==> src/rtl/dcache_miss_ctrl.sv <==
// Load-side miss controller: probes the data array, tracks misses in an MSHR file, fills from Dmem.
// Latency: hit completes 1 cycle after acceptance; a miss completes 1 cycle after its Dmem_tag fill.
// Backpressure: ld_stall on fill cycles or when no entry is free; DCACHE_HIT_UNDER_MISS_EN lifts the stall-while-busy rule.
module dcache_miss_ctrl #(
  parameter int MSHR_DEPTH = 4,
  parameter int ID_W       = 5
) (
  input  logic            clock,
  input  logic            reset,
  input  logic            ld_en,
  input  logic [63:0]     ld_addr,
  input  logic [ID_W-1:0] ld_id,
  output logic            ld_stall,
  output logic [6:0]      rd1_idx,
  output logic [21:0]     rd1_tag,
  input  logic            rd1_valid,
  input  logic [63:0]     rd1_data,
  output logic [1:0]      Dmem_command,
  output logic [63:0]     Dmem_addr,
  input  logic [3:0]      Dmem_response,
  input  logic [3:0]      Dmem_tag,
  input  logic [63:0]     Dmem_data,
  output logic            wr0_en,
  output logic [6:0]      wr0_idx,
  output logic [21:0]     wr0_tag,
  output logic [63:0]     wr0_data,
  output logic            ld_done,
  output logic [ID_W-1:0] ld_done_id,
  output logic [63:0]     ld_done_data,
  output logic            mshr_busy
);

  localparam int IW = (MSHR_DEPTH > 1) ? $clog2(MSHR_DEPTH) : 1;

  typedef enum logic [1:0] {FREE, WAIT_ISSUE, WAIT_DATA} mshr_state_e;

  mshr_state_e     st     [MSHR_DEPTH];
  logic [28:0]     e_addr [MSHR_DEPTH];
  logic [ID_W-1:0] e_id   [MSHR_DEPTH];
  logic [3:0]      e_tag  [MSHR_DEPTH];

  logic          fill_vld, iss_vld, free_vld;
  logic [IW-1:0] fill_sel, iss_sel, free_sel;
  logic          blocking_stall, accept, alloc, hit, busy_nxt;
  logic          unused_addr_bits;

  assign unused_addr_bits = ^{ld_addr[63:32], ld_addr[2:0]};

`ifdef DCACHE_HIT_UNDER_MISS_EN
  assign blocking_stall = 1'b0;
`else
  assign blocking_stall = mshr_busy;
`endif

  // Descending scans so the lowest matching index wins.
  always_comb begin
    fill_vld = 1'b0;
    fill_sel = '0;
    iss_vld  = 1'b0;
    iss_sel  = '0;
    free_vld = 1'b0;
    free_sel = '0;
    for (int i = MSHR_DEPTH - 1; i >= 0; i--) begin
      if (st[i] == WAIT_DATA && Dmem_tag != 4'd0 && e_tag[i] == Dmem_tag) begin
        fill_vld = 1'b1;
        fill_sel = IW'(i);
      end
      if (st[i] == WAIT_ISSUE) begin
        iss_vld = 1'b1;
        iss_sel = IW'(i);
      end
      if (st[i] == FREE) begin
        free_vld = 1'b1;
        free_sel = IW'(i);
      end
    end
  end

  assign ld_stall = ld_en & (fill_vld | (~rd1_valid & ~free_vld) | blocking_stall);
  assign accept   = ld_en & ~ld_stall;
  assign alloc    = accept & ~rd1_valid;
  assign hit      = accept & rd1_valid;

  assign rd1_idx = ld_addr[9:3];
  assign rd1_tag = ld_addr[31:10];

  assign Dmem_command = iss_vld ? 2'd1 : 2'd0;
  assign Dmem_addr    = iss_vld ? {32'b0, e_addr[iss_sel], 3'b0} : 64'd0;

  assign wr0_en   = fill_vld;
  assign wr0_idx  = e_addr[fill_sel][6:0];
  assign wr0_tag  = e_addr[fill_sel][28:7];
  assign wr0_data = Dmem_data;

  // Occupancy after this edge, so mshr_busy tracks the entry states it is registered with.
  always_comb begin
    busy_nxt = 1'b0;
    for (int i = 0; i < MSHR_DEPTH; i++) begin
      if ((st[i] != FREE && !(fill_vld && fill_sel == IW'(i))) ||
          (alloc && free_sel == IW'(i)))
        busy_nxt = 1'b1;
    end
  end

  always_ff @(posedge clock or negedge reset) begin
    if (!reset) begin
      for (int i = 0; i < MSHR_DEPTH; i++) begin
        st[i]     <= FREE;
        e_addr[i] <= '0;
        e_id[i]   <= '0;
        e_tag[i]  <= '0;
      end
      ld_done      <= 1'b0;
      ld_done_id   <= '0;
      ld_done_data <= '0;
      mshr_busy    <= 1'b0;
    end else begin
      for (int i = 0; i < MSHR_DEPTH; i++) begin
        case (st[i])
          FREE: begin
            if (alloc && free_sel == IW'(i)) begin
              st[i]     <= WAIT_ISSUE;
              e_addr[i] <= ld_addr[31:3];
              e_id[i]   <= ld_id;
            end
          end
          WAIT_ISSUE: begin
            if (iss_sel == IW'(i) && Dmem_response != 4'd0) begin
              st[i]    <= WAIT_DATA;
              e_tag[i] <= Dmem_response;
            end
          end
          WAIT_DATA: begin
            if (fill_vld && fill_sel == IW'(i))
              st[i] <= FREE;
          end
          default: st[i] <= FREE;
        endcase
      end
      ld_done   <= fill_vld | hit;
      mshr_busy <= busy_nxt;
      if (fill_vld) begin
        ld_done_id   <= e_id[fill_sel];
        ld_done_data <= Dmem_data;
      end else if (hit) begin
        ld_done_id   <= ld_id;
        ld_done_data <= rd1_data;
      end
    end
  end

endmodule
==> config.mk <==
export PLATFORM = sky130hd
export DESIGN_NAME = dcache_miss_ctrl
export DESIGN_NICKNAME = d
export VERILOG_FILES = /design/src/rtl/dcache_miss_ctrl.sv
export SDC_FILE = /design/constraint.sdc
export NUM_CORES = 1
export LEC_CHECK = 0
export BUFFER_PORTS_ARGS = -buffer_cell sky130_fd_sc_hd__buf_2
export CAP_MARGIN = 10
export CORE_ASPECT_RATIO = 1.25
export CORE_MARGIN = 5
export CORE_UTILIZATION = 35
export DETAILED_ROUTE_END_ITERATION = 10
export PLACE_DENSITY = 0.68
export SYNTH_ARGS = -nofsm -noshare
export SYNTH_HDL_FRONTEND = slang
export SYNTH_SLANG_ARGS = --single-unit
==> constraint.sdc <==
create_clock -name clock -period 4.9 [get_ports clock]
set_clock_uncertainty 0.15 [all_clocks]
set_input_delay 1.225 -clock clock [delete_from_list [all_inputs] [get_ports clock]]
set_output_delay 1.225 -clock clock [all_outputs]
set_load 0.05 [all_outputs]
Word level (Yosys, flattened, before mapping)
Cells that the tools add are included.
{ "word_totals": {"regBits": 231, "in_bits": 209, "elab_cells": 185} }
{ "classes": {"magnitude_cmp": 2, "n_eq_ne": 33, "mux": 59, "n_bitwise": 13, "n_reduce_logical": 58} }
{ "ops": {"columns": ["op", "count"], "rows": [
  ["64-bit two-way mux", 2],
  ["29-bit binary-select mux with 2-bit select", 2],
  ["29-bit two-way mux", 4],
  ["2-bit two-way mux", 24],
  ["32-bit two-way mux", 1],
  ["1-bit logical AND", 24],
  ["2-bit by 1-bit inequality test with 1-bit output, second input constant", 12],
  ["2-bit one-hot mux with 3 select lines", 4],
  ["2-bit == test, second input constant", 10],
  ["5-bit two-way mux", 4],
  ["1-bit two-way mux", 17],
  ["4-bit == test", 4],
  ["2-bit AND reduction", 8],
  ["2-bit by 1-bit == test with 1-bit output, second input constant", 7],
  ["2-bit zero test", 7],
  ["3-bit AND reduction", 4],
  ["5-bit binary-select mux with 2-bit select", 1],
  ["2-bit nonzero test", 5],
  ["4-bit nonzero test", 2],
  ["3-bit greater-or-equal comparator, second input constant", 2],
  ["2-bit NOT with 3-bit output", 2],
  ["1-bit bitwise AND", 5],
  ["1-bit zero test", 4],
  ["1-bit logical OR", 4],
  ["2 further kinds", 6]
]} }

Longest topological paths before layout
{ "logic_depth": {"word_depth": 19, "depth_mapped": 10} }

Worst setup path before layout
OpenSTA, ideal clock, no wires.
{ "synth_timing": {"path_kind": "input port to output port", "startpoint": "in Dmem_tag[0]", "endpoint": "out wr0_idx[0]", "arrival_ns": 3.581, "setup_slack_ns": -0.056, "cell_stages": 9, "path_buffers": 3, "path_cell_list": "buf_2 nor4_1 nor3_1 and2_1 clkbuf_1 nor2_1 clkbuf_1 a221oi_1 o2bb2ai_1"} }
{ "synth_via": {"elab_chain_cells": 11} }
{ "synth_rtl": {"columns": ["element", "line_no", "text"], "rows": [
  ["from (decl)", "21", "input logic [3:0] Dmem_tag,"],
  ["4-bit nonzero test", "64", "if (st[i] == WAIT_DATA && Dmem_tag != 4'd0 && e_tag[i] == Dmem_tag) begin"],
  ["1-bit logical AND (2 in series)", "64", null],
  ["2-bit two-way mux (3 in series)", "64", null],
  ["2-bit two-way mux (*)", "64", null],
  ["2-bit NOT with 3-bit output (implied by the code) (*)", "91", "assign wr0_idx = e_addr[fill_sel][6:0];"],
  ["29-bit binary-select mux with 2-bit select (*)", "91", null],
  ["29-bit two-way mux (*) (2 in series)", null, null],
  ["to (decl)", "24", "output logic [6:0] wr0_idx,"]
]} }
Every way passes the cells marked *; elsewhere a longest branch is shown, timed or not. The select of a mux whose other input is x is not followed.

Worst setup path after layout
{ "layout_timing": {"startpoint": "in Dmem_tag[3]", "endpoint": "out wr0_tag[11]"} }
{ "layout_via": {"elab_chain_cells": 11} }
{ "layout_rtl": {"columns": ["element", "line_no", "text"], "rows": [
  ["4-bit nonzero test", "64", null],
  ["1-bit logical AND (2 in series)", "64", null],
  ["2-bit two-way mux (3 in series)", "64", null],
  ["2-bit two-way mux (*)", "64", null],
  ["2-bit NOT with 3-bit output (implied by the code) (*)", "92", "assign wr0_tag = e_addr[fill_sel][28:7];"],
  ["29-bit binary-select mux with 2-bit select (*)", "92", null],
  ["29-bit two-way mux (implied by the code) (*) (2 in series)", "92", null],
  ["to (decl)", "25", "output logic [21:0] wr0_tag,"]
]} }
Marks and branches as above.

==> flow_summary.yaml <==
outcome:
  status: "finished clean"
global_routing:
  grt_max_degree: 103
  grt_pass1_wl_um: 62400
  grt_pass1_vias: 10100
  antenna_found_initial: 5
  grt_usage: 0.209
  gr-total-overflow: 0
floorplanning:
  die-width_um: 178
  core.rowCount: 77
  io_pins: 470
  core_um2: 35200
  fp.dieH_um: 220
  die_area_um2: 39200
  start_util: 0.352
power_and_ir_drop:
  sw_frac_of_total: 0.459
  power.total_w: 0.00934
  intPower_w: 0.00505
  leakage_nw: 7.81
  peakVddDrop_mv: 0.385
  switching_power_w: 0.00429
  power_per_cell_area_nw_per_um2: 618
  pwr-share-comb: 0.458
  clock_power_share: 0.201
  sequentialPowerShare: 0.341
final_layout:
  layout_common_cells: "buf_2 (397), dfrtp_1 (231), nand2_1 (100)"
  final_nets: 1607
  multi_input_area_um2: 5560
  final_common_cell: "buf_2"
  area_growth_syn_to_layout_pct: 22.2
  finish.utilization: 0.430
  drive_gt1_frac: 0.444
  regArea_um2: 5780
  fillers: 3349
detailed_routing:
  vias: 9933
  drt_iter0_drc: 559
  drc: 0
  vias_per_cell: 5.26
  wl_per_cell_um: 22.8
  ant_nets: 0
  drtPass1Iterations: 5
  routed_wl_um: 43000
cts:
  hold_buffers: 0
  postCtsSetupRepairBufs: 0
  clock_latency_ns: 0.54
  clk_pin_slew_worst_paths_ns: 0.06
  cts_tree: "yes"
  ctsResizeCount: 0
  clockBufferDepth: 3
  cts_root_buffer: "clkbuf_16"
  cts.sink_count: 231
  htreeDepth: 1
  cts_made_buffers: 25
setup_path:
  path_class: "in2out"
  reg2reg_to: "e_id[1]"
  startpoint: "Dmem_tag[3]"
  critPathRequiredTime_ns: 3.52
  crit_end: "wr0_tag[11]"
  cp_max_fo: 22
  rrSetupSlack_ns: 1.47
  rr_startpoint: "st[5]"
  arrival_ns: 3.36
  crit_path_end_kind: "primary output"
  cp-start-kind: "primary input"
  r2r_cells: 9
placed_design:
  io_buffer_count: 398
  gp_congestion: 0.860
  dp_hpwl_um: 31800
synthesis:
  yosys.cell_types.count: 52
  synth.avg_cell_area_um2: 11.1
  seq_area_frac_synth: 0.468
  synth-main-ff-cell: "dfrtp_1"
  synth-edff-count: 0
  async_reset_ff_frac: 1.00
  synth_top_area_cell: "dfrtp_1"
  yosys-top-cells-area: "dfrtp_1 (47%), buf_4 (8.1%), mux2_2 (7.4%)"
  synth_area_um2: 12400
  yosys_warnings: 0
  synth_top_area_share: 0.468
  postSynthCellCount: 1117
  synth-seq-cells: 231
sta:
  fin_crit_sh: 0.966
  period_needed_ns: 4.73
  slew_headroom: 0.426
  slew_viol_final: 0
  worst_slew_pin_slew_ns: 0.855
  timing.fmax_mhz: 211
  finalSetupViolations: 0
  rsz0062_at_grt: "false"
  hold_viol_final: 0
  whs_ns: 0.343
  setup_tns_ns: 0
worst_hold_path:
  hold_class: "reg2reg"
run:
  maxCapViolCount: 0
## critical path, cell delays in order
cell	delay [ns]
buf_2	0.18
xor2_1	0.19
nor4_2	0.42
o21ai_4	0.09
and3_1	0.22
or2_2	0.31
buf_4	0.28
o2bb2ai_2	0.19
buf_2	0.22
## sequential cells by signal, indices dropped and copies added (netlist names)
signal,cells
e_addr,116
e_id,20
e_tag,16
ld_done,1
ld_done_data,64
ld_done_id,5
mshr_busy,1
st,8
## how the worst min path moves through the flow
stage               startpoint       to  slack (ns)  cells after the start
CTS                    e_id[7]  e_id[7]        0.35                      1
floorplan              e_id[5]  e_id[5]        0.31                      1
finish                 e_id[5]  e_id[5]        0.34                      1
global placement       e_id[9]  e_id[9]        0.32                      1
detailed placement     e_id[7]  e_id[7]        0.33                      1
global route           e_id[7]  e_id[7]        0.36                      1
## final cells by class
class                      instances  area share
inverter                           1    0.000248
clock buffer                      35      0.0459
antenna                            1    0.000166
timing repair buffer             434       0.157
multi-input combinational        705       0.368
sequential                       231       0.383
clock inverter                     9     0.00687
tap                              474      0.0393
## synth_stat cells, drive strengths merged, types with 3 or more instances
cell type,count
nand2,100
nand4,3
nor3,11
o31ai,32
buf,162
o22ai,4
nor2,46
o21ai,100
nand2b,6
a22oi,3
a21oi,3
xor2,11
mux2i,68
o2bb2ai,29
a221oi,63
nor2b,4
xnor2,3
a22o,4
nor4,5
and2,3
o21a,3
dfrtp,231
mux2,149
clkbuf,53
## metal layers
metal  up-vias  track usage  routed length [µm]
li1       4436            -                   -
met1      4934        0.240               15800
met2       463        0.360               21200
met3        92       0.0740                4670
met4         8       0.0730                1380
met5         -            0                  47
## stage by stage
| stage | cells | area, µm² | worst slack (ns) |
|---|---|---|---|
| 2_1_floorplan | 1152 | 12700 | 0.127 |
| 3_3_place_gp | 1845 | 14300 | 0.210 |
| 3_5_place_dp | 1845 | 14300 | 0.189 |
| 4_1_cts | 1889 | 15100 | 0.169 |
| 5_1_grt | 1889 | 15100 | 0.0534 |
| 6_report | 1890 | 15100 | 0.168 |
## power by group through the flow
stage	sequential, W	clock [W]	combinational (W)
floorplan	0.00407	0	0.00235
global placement	0.00317	0	0.00424
detailed placement	0.00321	0	0.00431
CTS	0.00319	0.00193	0.00432
global route	0.00329	0.00201	0.00456
finish	0.00319	0.00188	0.00428
## cells by family after synthesis
logic type | synth area share
DFF | 0.468
muxes | 0.200
and+or+nand+nor | 0.0707
buffers and inverters | 0.113
xor gates and xnor gates | 0.00992
AOI/OAI and AO/OA | 0.139
other | 0.000303
Power figures use the tool's default switching activity.
